## src/rtl/demux8_pkg.sv

```systemverilog
// Shared definitions for the 8-channel TDM demultiplexer.
// Latency: n/a (types and constants only).
// Backpressure: n/a.
// Contents: channel count, select width, full-frame mask, FSM state type and
// a one-hot decode helper used by the top level.
package demux8_pkg;

   localparam int NCH  = 8;
   localparam int SELW = 3;

   localparam logic [NCH-1:0] FULL_MASK = 8'hFF;

   typedef enum logic {
      FILL    = 1'b0,
      PRESENT = 1'b1
   } state_t;

   // Channel index to ch_valid bit position.
   function automatic logic [NCH-1:0] ch_onehot(input logic [SELW-1:0] idx);
      logic [NCH-1:0] one;
      one = {{(NCH-1){1'b0}}, 1'b1};
      return one << idx;
   endfunction

endpackage

```

## src/rtl/demux8_if.sv

```systemverilog
// Bundle between the word source / frame consumer and demux8_tdm.
// Latency: n/a (wiring only).
// Backpressure: in_ready back to the source; frame_ack back from the consumer.
// Ports: in_data/in_valid/in_ready/sel (word side), out0..out7/ch_valid/
// frame_valid/frame_ack (frame side). master = driving environment, slave = demux.
interface demux8_if
   import demux8_pkg::*;
#(
   parameter int WIDTH = 8
);
   logic [WIDTH-1:0] in_data;
   logic             in_valid;
   logic             in_ready;
   logic [SELW-1:0]  sel;
   logic [WIDTH-1:0] out0, out1, out2, out3, out4, out5, out6, out7;
   logic [NCH-1:0]   ch_valid;
   logic             frame_valid;
   logic             frame_ack;

   modport master (
      output in_data, in_valid, sel, frame_ack,
      input  in_ready, out0, out1, out2, out3, out4, out5, out6, out7,
             ch_valid, frame_valid
   );

   modport slave (
      input  in_data, in_valid, sel, frame_ack,
      output in_ready, out0, out1, out2, out3, out4, out5, out6, out7,
             ch_valid, frame_valid
   );
endinterface

```

## src/rtl/demux8_slot_ctr.sv

```systemverilog
// 3-bit wrapping slot counter supplying the destination channel in auto-select mode.
// Latency: count updates one cycle after inc_i/clr_i.
// Backpressure: none; clr_i has priority over inc_i.
// Ports: clk, rst (sync, active-high), inc_i, clr_i, cnt_o.
module demux8_slot_ctr
   import demux8_pkg::*;
(
   input  logic            clk,
   input  logic            rst,
   input  logic            inc_i,
   input  logic            clr_i,
   output logic [SELW-1:0] cnt_o
);

   logic [SELW-1:0] cnt_q, cnt_d;

   always_comb begin
      cnt_d = cnt_q;
      if (clr_i) begin
         cnt_d = '0;
      end else if (inc_i) begin
         cnt_d = cnt_q + 1'b1;   // natural 3-bit wrap 7->0
      end
   end

   always_ff @(posedge clk) begin
      if (rst) begin
         cnt_q <= '0;
      end else begin
         cnt_q <= cnt_d;
      end
   end

   assign cnt_o = cnt_q;

endmodule

```

## src/rtl/demux8_tdm.sv

```systemverilog
// Scatters a time-multiplexed word stream into eight registered channels and
// presents a complete frame once every channel has been written.
// Latency: 1 cycle from accept to out[k]/ch_valid[k]; frame_valid on the same edge as the 8th distinct write.
// Backpressure: in_ready=1 only in FILL (and not in reset); frame held until frame_ack.
// Ports: clk, rst (sync, active-high), bus (demux8_if.slave).
// Build option: DEMUX8_AUTOSEL_EN takes the destination from an internal slot
// counter instead of bus.sel.
module demux8_tdm
   import demux8_pkg::*;
#(
   parameter int WIDTH = 8
)(
   input  logic     clk,
   input  logic     rst,
   demux8_if.slave  bus
);

   state_t           state_q, state_d;
   logic [NCH-1:0]   ch_valid_q, ch_valid_d;
   logic [WIDTH-1:0] ch_q [NCH];
   logic [SELW-1:0]  dest;
   logic             accept;
   logic             take;      // frame handed to the consumer this cycle
   logic             in_ready_w;

`ifdef DEMUX8_AUTOSEL_EN
   // Cleared on the PRESENT->FILL edge so every frame fills 0..7 in order.
   demux8_slot_ctr u_slot_ctr (
      .clk   (clk),
      .rst   (rst),
      .inc_i (accept),
      .clr_i (take),
      .cnt_o (dest)
   );
`else
   assign dest = bus.sel;
`endif

   always_comb begin
      state_d    = state_q;
      ch_valid_d = ch_valid_q;
      in_ready_w = 1'b0;
      accept     = 1'b0;
      take       = 1'b0;
      case (state_q)
         FILL: begin
            in_ready_w = !rst;
            accept     = bus.in_valid && in_ready_w;
            if (accept) begin
               ch_valid_d = ch_valid_q | ch_onehot(dest);
               if (ch_valid_d == FULL_MASK) begin
                  state_d = PRESENT;
               end
            end
         end
         PRESENT: begin
            if (bus.frame_ack) begin
               take       = 1'b1;
               ch_valid_d = '0;
               state_d    = FILL;
            end
         end
         default: state_d = FILL;
      endcase
   end

   always_ff @(posedge clk) begin
      if (rst) begin
         state_q    <= FILL;
         ch_valid_q <= '0;
      end else begin
         state_q    <= state_d;
         ch_valid_q <= ch_valid_d;
      end
   end

   // Channel data only moves on accept; an ack leaves the last frame visible.
   always_ff @(posedge clk) begin
      if (rst) begin
         for (int k = 0; k < NCH; k++) begin
            ch_q[k] <= '0;
         end
      end else if (accept) begin
         ch_q[dest] <= bus.in_data;
      end
   end

   assign bus.in_ready    = in_ready_w;
   assign bus.frame_valid = (state_q == PRESENT);
   assign bus.ch_valid    = ch_valid_q;
   assign bus.out0        = ch_q[0];
   assign bus.out1        = ch_q[1];
   assign bus.out2        = ch_q[2];
   assign bus.out3        = ch_q[3];
   assign bus.out4        = ch_q[4];
   assign bus.out5        = ch_q[5];
   assign bus.out6        = ch_q[6];
   assign bus.out7        = ch_q[7];

endmodule

```

## src/flat_wrapper.sv

```systemverilog
// flat-port wrapper written by rule: the top's interface ports become plain ports
module demux8_tdm_flat import demux8_pkg::*;
#(
   parameter int WIDTH = 8
)
  (clk, rst, bus_in_data, bus_in_valid, bus_sel, bus_frame_ack, bus_in_ready, bus_out0, bus_out1, bus_out2, bus_out3, bus_out4, bus_out5, bus_out6, bus_out7, bus_ch_valid, bus_frame_valid);
  demux8_if #(.WIDTH(WIDTH)) bus_i ();
  input  logic clk;
  input  logic rst;
  input wire logic [$bits(bus_i.in_data)-1:0] bus_in_data;
  input wire logic [$bits(bus_i.in_valid)-1:0] bus_in_valid;
  input wire logic [$bits(bus_i.sel)-1:0] bus_sel;
  input wire logic [$bits(bus_i.frame_ack)-1:0] bus_frame_ack;
  output wire logic [$bits(bus_i.in_ready)-1:0] bus_in_ready;
  output wire logic [$bits(bus_i.out0)-1:0] bus_out0;
  output wire logic [$bits(bus_i.out1)-1:0] bus_out1;
  output wire logic [$bits(bus_i.out2)-1:0] bus_out2;
  output wire logic [$bits(bus_i.out3)-1:0] bus_out3;
  output wire logic [$bits(bus_i.out4)-1:0] bus_out4;
  output wire logic [$bits(bus_i.out5)-1:0] bus_out5;
  output wire logic [$bits(bus_i.out6)-1:0] bus_out6;
  output wire logic [$bits(bus_i.out7)-1:0] bus_out7;
  output wire logic [$bits(bus_i.ch_valid)-1:0] bus_ch_valid;
  output wire logic [$bits(bus_i.frame_valid)-1:0] bus_frame_valid;
  assign bus_i.in_data = bus_in_data;
  assign bus_i.in_valid = bus_in_valid;
  assign bus_i.sel = bus_sel;
  assign bus_i.frame_ack = bus_frame_ack;
  assign bus_in_ready = bus_i.in_ready;
  assign bus_out0 = bus_i.out0;
  assign bus_out1 = bus_i.out1;
  assign bus_out2 = bus_i.out2;
  assign bus_out3 = bus_i.out3;
  assign bus_out4 = bus_i.out4;
  assign bus_out5 = bus_i.out5;
  assign bus_out6 = bus_i.out6;
  assign bus_out7 = bus_i.out7;
  assign bus_ch_valid = bus_i.ch_valid;
  assign bus_frame_valid = bus_i.frame_valid;
  demux8_tdm #(.WIDTH(WIDTH)) u_core (.clk(clk), .rst(rst), .bus(bus_i));
endmodule
```

## config.mk

```make
export PLATFORM = sky130hd
export DESIGN_NAME = demux8_tdm_flat
export DESIGN_NICKNAME = d
export VERILOG_FILES = /design/src/rtl/demux8_pkg.sv /design/src/rtl/demux8_if.sv /design/src/rtl/demux8_slot_ctr.sv /design/src/rtl/demux8_tdm.sv /design/src/flat_wrapper.sv
export SDC_FILE = /design/constraint.sdc
export NUM_CORES = 1
export LEC_CHECK = 0
export CAP_MARGIN = 20
export CORE_MARGIN = 2
export CORE_UTILIZATION = 46
export CTS_CLUSTER_DIAMETER = 80
export CTS_CLUSTER_SIZE = 8
export DETAILED_ROUTE_END_ITERATION = 16
export GPL_ROUTABILITY_DRIVEN = 0
export GPL_TIMING_DRIVEN = 0
export MAX_ROUTING_LAYER = met4
export PLACE_DENSITY_LB_ADDON = 0.08
export SLEW_MARGIN = 40
export SYNTH_ARGS = -nofsm -noshare
export SYNTH_HDL_FRONTEND = slang
export SYNTH_SLANG_ARGS = --single-unit
```

## constraint.sdc

```tcl
create_clock -name clk -period 2.01 [get_ports clk]
set_input_delay 0.5025 -clock clk [delete_from_list [all_inputs] [get_ports clk]]
set_output_delay 0.5025 -clock clk [all_outputs]
set_load 0.01 [all_outputs]
```

# ---- Word-level counts from Yosys, hierarchy flattened
# Memory sizes are Yosys's and may differ from the RTL's.
# Cells that the tools add are included.
dict set report totals {
  regBits 9
  mem_count 1
  ram_bits 64
  inputBits 15
  latch_bits 0
  romBits 0
  output_inout_bits 74
}
dict set report op_classes {
  n_mul 0
  n_reduce_logical 4
  muxes 17
  n_div 0
  addsub 0
  eq_ne 3
  shifts 1
  n_lt_le_gt_ge 0
  bitwise 2
}
# name depth word_bits read_ports rd_clocked_by_memory_dff wr line
set memory_table {}
lappend memory_table {u_core.ch_q 8 8 8 0 8 demux8_tdm.sv:20} ;# logic [WIDTH-1:0] ch_q [NCH];
# operator n
set ops {}
lappend ops {{$mux 8} 3}
lappend ops {{$pmux 8 s2} 1}
lappend ops {{$mux 1} 11}
lappend ops {{$eq 8x8->1 const B} 1}
lappend ops {{$or 8x8->8} 1}
lappend ops {{$reduce_or 8->1} 1}
lappend ops {{$shl 1x3->8 const A} 1}
lappend ops {{$mux 3} 1}
lappend ops {{$ne 2x1->1 const B} 1}
lappend ops {{$ne 2x2->1 const B} 1}
lappend ops {{$pmux 1 s2} 1}
lappend ops {{$reduce_and 2->1} 1}
lappend ops {{$logic_and 1x1->1} 1}
lappend ops {{$logic_not 1->1} 1}
lappend ops {{$not 1->1} 1}

# ---- Depth between registers and ports, before layout
dict set report depth {
  ltp_word 8
  mapped_depth 6
  mapped_depth_nobuf 4
}

# ---- Worst setup path before layout
# OpenSTA, ideal clock, no wires.
dict set report synth_path {
  path_kind {in2reg}
  start {in bus_sel[2]}
  end {mem u_core.ch_q[3][0], enable pin}
  setup_ns 0.309
  t_arrival_ns 1.502
  slack_ns 0.199
  cell_stages 5
  n_path_buf 2
  path_cell_list {buf_6 nor4b_4 and3_1 buf_2 or2_2}
}
# item line
set synth_lines {}
lappend synth_lines {{start: declaration} flat_wrapper.sv:12} ;# input wire logic [$bits(bus_i.sel)-1:0] bus_sel;
lappend synth_lines {{end: declaration} demux8_tdm.sv:20}

# ---- Worst setup path in the final report
dict set report layout_path {
  start {reg u_core.state_q (netlist: u_core.bus.frame_valid)}
  end {out bus_frame_valid}
}
# item line
set layout_lines {}
lappend layout_lines {{start: declaration} demux8_tdm.sv:18} ;# state_t state_q, state_d;
lappend layout_lines {{start signal: assignment} demux8_tdm.sv:72} ;# state_q <= state_d;
lappend layout_lines {{end: declaration} flat_wrapper.sv:24} ;# output wire logic [$bits(bus_i.frame_valid)-1:0] bus_frame_valid;
# No word-level cell between the ends.

==> impl_metrics.yaml <==
run_status:
  run_status: "finished, final reports clean"
power_and_ir_drop:
  peak_supply_drop_mv: 0.5267
  power_per_cell_area_nw_per_um2: 821.9
  power_frac_seq: 0.518
  clockPowerShare: 0.370
  switching_share: 0.2182
  pwr-share-comb: 0.111
  p_int_mw: 2.654
  total_leakage_power_nw: 1.654
  finalPower_mw: 3.395
  netSwitchingPower_mw: 0.7406
worst_setup_path:
  worstPathCellList: "clkdlybuf4s50_1"
  ff2ff_setup_slack_ns: 0.26
  critical_path_class: "flip-flop to output pin"
  crit_path_capture_type: "output pin"
  critical_path.top_delay_family: "buffers and inverters"
  cpMaxStageDelayCell: "sky130_fd_sc_hd__clkdlybuf4s50_1"
  worst-endpoint-arrival_ns: 1.44
  timing.critical_path.buf_inv: 1
  required_ns: 1.51
  largest_fanout_on_the_critical_path: 7
  startpoint_type: "flip-flop"
  slowest_delay_ns: 0.61
synth:
  synth.avg_cell_area_um2: 14.02
  netlist.top_cell.by_area: "sky130_fd_sc_hd__edfxtp_1"
  synth_top_cell_area_share: 0.6589
  post_synth_inst_count: 208
  yosysSeqAreaShare: 0.7207
  synth-async-reset-ratio: 0
  synthTopCellsByArea: "sky130_fd_sc_hd__edfxtp_1, sky130_fd_sc_hd__and3_1, sky130_fd_sc_hd__dfxtp_1, sky130_fd_sc_hd__and2_1, sky130_fd_sc_hd__nor2_1"
  ys_dominant_reg_cell: "sky130_fd_sc_hd__edfxtp_1"
  synth.ff_latch_count: 73
  yosysWarnings: 0
  synth.lib_cells_used.distinct: 30
  synth.net_count: 223
  syn-cell-area_um2: 2917
  synth_enable_flop_cells: 64
layout:
  final_nets: 322
  fin_util: 0.6618
  fillerInstances: 492
  fin_cells: 389
  drive_gt1_frac: 0.1218
  n_antenna_cell: 0
  area_growth_pct: 41.61
timing:
  timing_hold_violations_final: 0
  post-route-min-period_ns: 1.940
  tightest_slew_ns: 0.4170
  layout_worst_path_cycle_share: 0.9654
  final_max_slew_viol_count: 0
  maxClockFrequency_ghz: 0.5154
  fin_skew_ns: 0.003853
  setup_viol_count_final: 0
  postLayoutSetupSlackWorst_ns: 0.06960
  grt_setup_unrepaired: "false"
  worst_slew_margin_rel: 0.7211
global_routing:
  first_global_vias: 2024
  grt_overflow: 0
  number_of_antenna_violations_at_the_first_check_in_global_routing: 0
  grt_pass1_wl_um: 10870
  grt_max_degree: 13
  gr-usage-all-layers: 0.2123
clocking:
  ctsRootBufferMaster: "sky130_fd_sc_hd__clkbuf_8"
  clk_pin_slew_worst_paths_ns: 0.07
  inserted_clock_buffers: 9
  clock_tree_from_tritoncts: "yes"
  cts_htree_levels: 3
  maximum_buffer_depth_of_the_clock_tree: 2
  clock_sink_count: 73
  post_cts_hold_buffer_count: 0
  worstSkewPairLatency_ns: 0.34
die:
  coreArea_um2: 6241
  rows: 29
  design.die.area_um2: 6993
  top_level_ports: 89
  die_width_um: 83.63
  initial_utilization: 0.4673
  die_y_um: 83.63
routing:
  detail_route.iter0.violations: 138
  total_length_of_routed_wires_um: 6942
  drt_pass1_iterations: 4
  routed-via-count: 2029
  postRouteAntennaNets: 0
  average_routed_wire_per_standard_cell_um: 17.85
  avgViaCountPerCell: 5.216
  drc_errors: 0
place:
  detailedPlace.worstSlack_ns: -0.7680
  post-place-cells: 372
  dp.final_hpwl_um: 4634
  io_buffer_count: 87
flow_run:
  timing.max_cap.violations: 0
worst_hold_path:
  hold_path.class: "flip-flop to flip-flop"
metrics by stage:
stage	hold slack, ns	TNS, ns	area [um^2]
after detailed placement	0.5192	-31.71	3884
after floorplan	0.5366	0	2917
final	0.5390	0	4130
after CTS	0.5359	0	4129
after global routing	0.5783	0	4130
after global placement	0.5107	-28.59	3884
power groups by stage:
stage,Sequential (mW),Clock (mW),Combinational (mW)
floorplan,1.84,0,0.0799
global placement,1.79,0,0.370
detailed placement,1.80,0,0.376
CTS,1.76,1.27,0.382
global route,1.77,1.35,0.401
finish,1.76,1.26,0.378
logic make-up (layout without fill, tap and decap cells):
family,Yosys count,after routing,synth area share
AO/OA/AOI/OAI,14,14,0.02960
flip-flops,73,73,0.7207
buffers and inverters,15,119,0.02445
AND/OR/NAND/NOR,106,106,0.2252
cell usage after synthesis (all sizes together) (2+ instances only):
| cell type | number |
|---|---|
| dfxtp | 9 |
| nor2 | 13 |
| edfxtp | 64 |
| or2 | 8 |
| nand4 | 3 |
| nand2 | 2 |
| buf | 5 |
| and2 | 20 |
| clkbuf | 8 |
| and3 | 50 |
| nor3 | 3 |
| inv | 2 |
| a21oi | 8 |
placed cells by master (no fill, tap or decap), types with 2 or more instances in the layout:
| cell type | netlist | layout |
|---|---|---|
| sky130_fd_sc_hd__nor2_1 | 13 | 12 |
| sky130_fd_sc_hd__nand2_1 | 2 | 2 |
| sky130_fd_sc_hd__edfxtp_1 | 64 | 64 |
| sky130_fd_sc_hd__buf_2 | 3 | 2 |
| sky130_fd_sc_hd__inv_1 | 2 | 2 |
| sky130_fd_sc_hd__nand4_1 | 3 | 3 |
| sky130_fd_sc_hd__and2_1 | 20 | 20 |
| sky130_fd_sc_hd__a21oi_1 | 8 | 8 |
| sky130_fd_sc_hd__clkbuf_1 | 8 | 7 |
| sky130_fd_sc_hd__bufinv_16 | 0 | 2 |
| sky130_fd_sc_hd__clkdlybuf4s50_1 | 0 | 85 |
| sky130_fd_sc_hd__buf_6 | 1 | 2 |
| sky130_fd_sc_hd__or2_2 | 7 | 7 |
| sky130_fd_sc_hd__clkinv_1 | 0 | 2 |
| sky130_fd_sc_hd__dfxtp_1 | 9 | 9 |
| sky130_fd_sc_hd__and3_1 | 46 | 46 |
| sky130_fd_sc_hd__nor3_1 | 3 | 2 |
| sky130_fd_sc_hd__and3_2 | 4 | 4 |
| sky130_fd_sc_hd__clkbuf_8 | 0 | 11 |
| sky130_fd_sc_hd__buf_4 | 1 | 2 |
final cells by class:
type | count | area [um^2] | area share
timing repair buffer | 88 | 872.1 | 0.2111
clock buffer | 10 | 137.6 | 0.03332
clock inverter | 6 | 81.33 | 0.01969
buffer | 13 | 80.08 | 0.01939
tap | 77 | 96.34 | 0.02333
multi-input combinational | 120 | 753.2 | 0.1824
sequential | 73 | 2102 | 0.5089
inverter | 2 | 7.507 | 0.001818
metal layers:
metal	global-route usage	routed length, um
met1	0.2719	2872
met2	0.3375	3543
met3	0.05638	465
met4	0.06012	61
met5	-	0
final timing paths:
kind,from,end,cells after the start
max,u_core.bus.frame_valid$_SDFF_PP0_,bus_frame_valid,1
min reg2reg,u_core.bus.ch_valid[7]$_SDFFE_PP0P_,u_core.bus.ch_valid[7]$_SDFFE_PP0P_,2
max reg2reg,u_core.bus.frame_valid$_SDFF_PP0_,u_core.ch_q[7][4]$_SDFFCE_PN0P_,4
min,u_core.bus.ch_valid[7]$_SDFFE_PP0P_,u_core.bus.ch_valid[7]$_SDFFE_PP0P_,2
repair_timing:
item                                    CTS  global route
setup buffers                             1             0
pin swaps                                 0             0
resized for setup                         9             3
endpoints found under the setup margin   41             9
state kept, by name, summed over array words and instances (netlist names):
name                    count
u_core.bus.ch_valid         8
u_core.bus.frame_valid      1
u_core.ch_q                64
No activity file was read; power rests on OpenSTA's default activity.
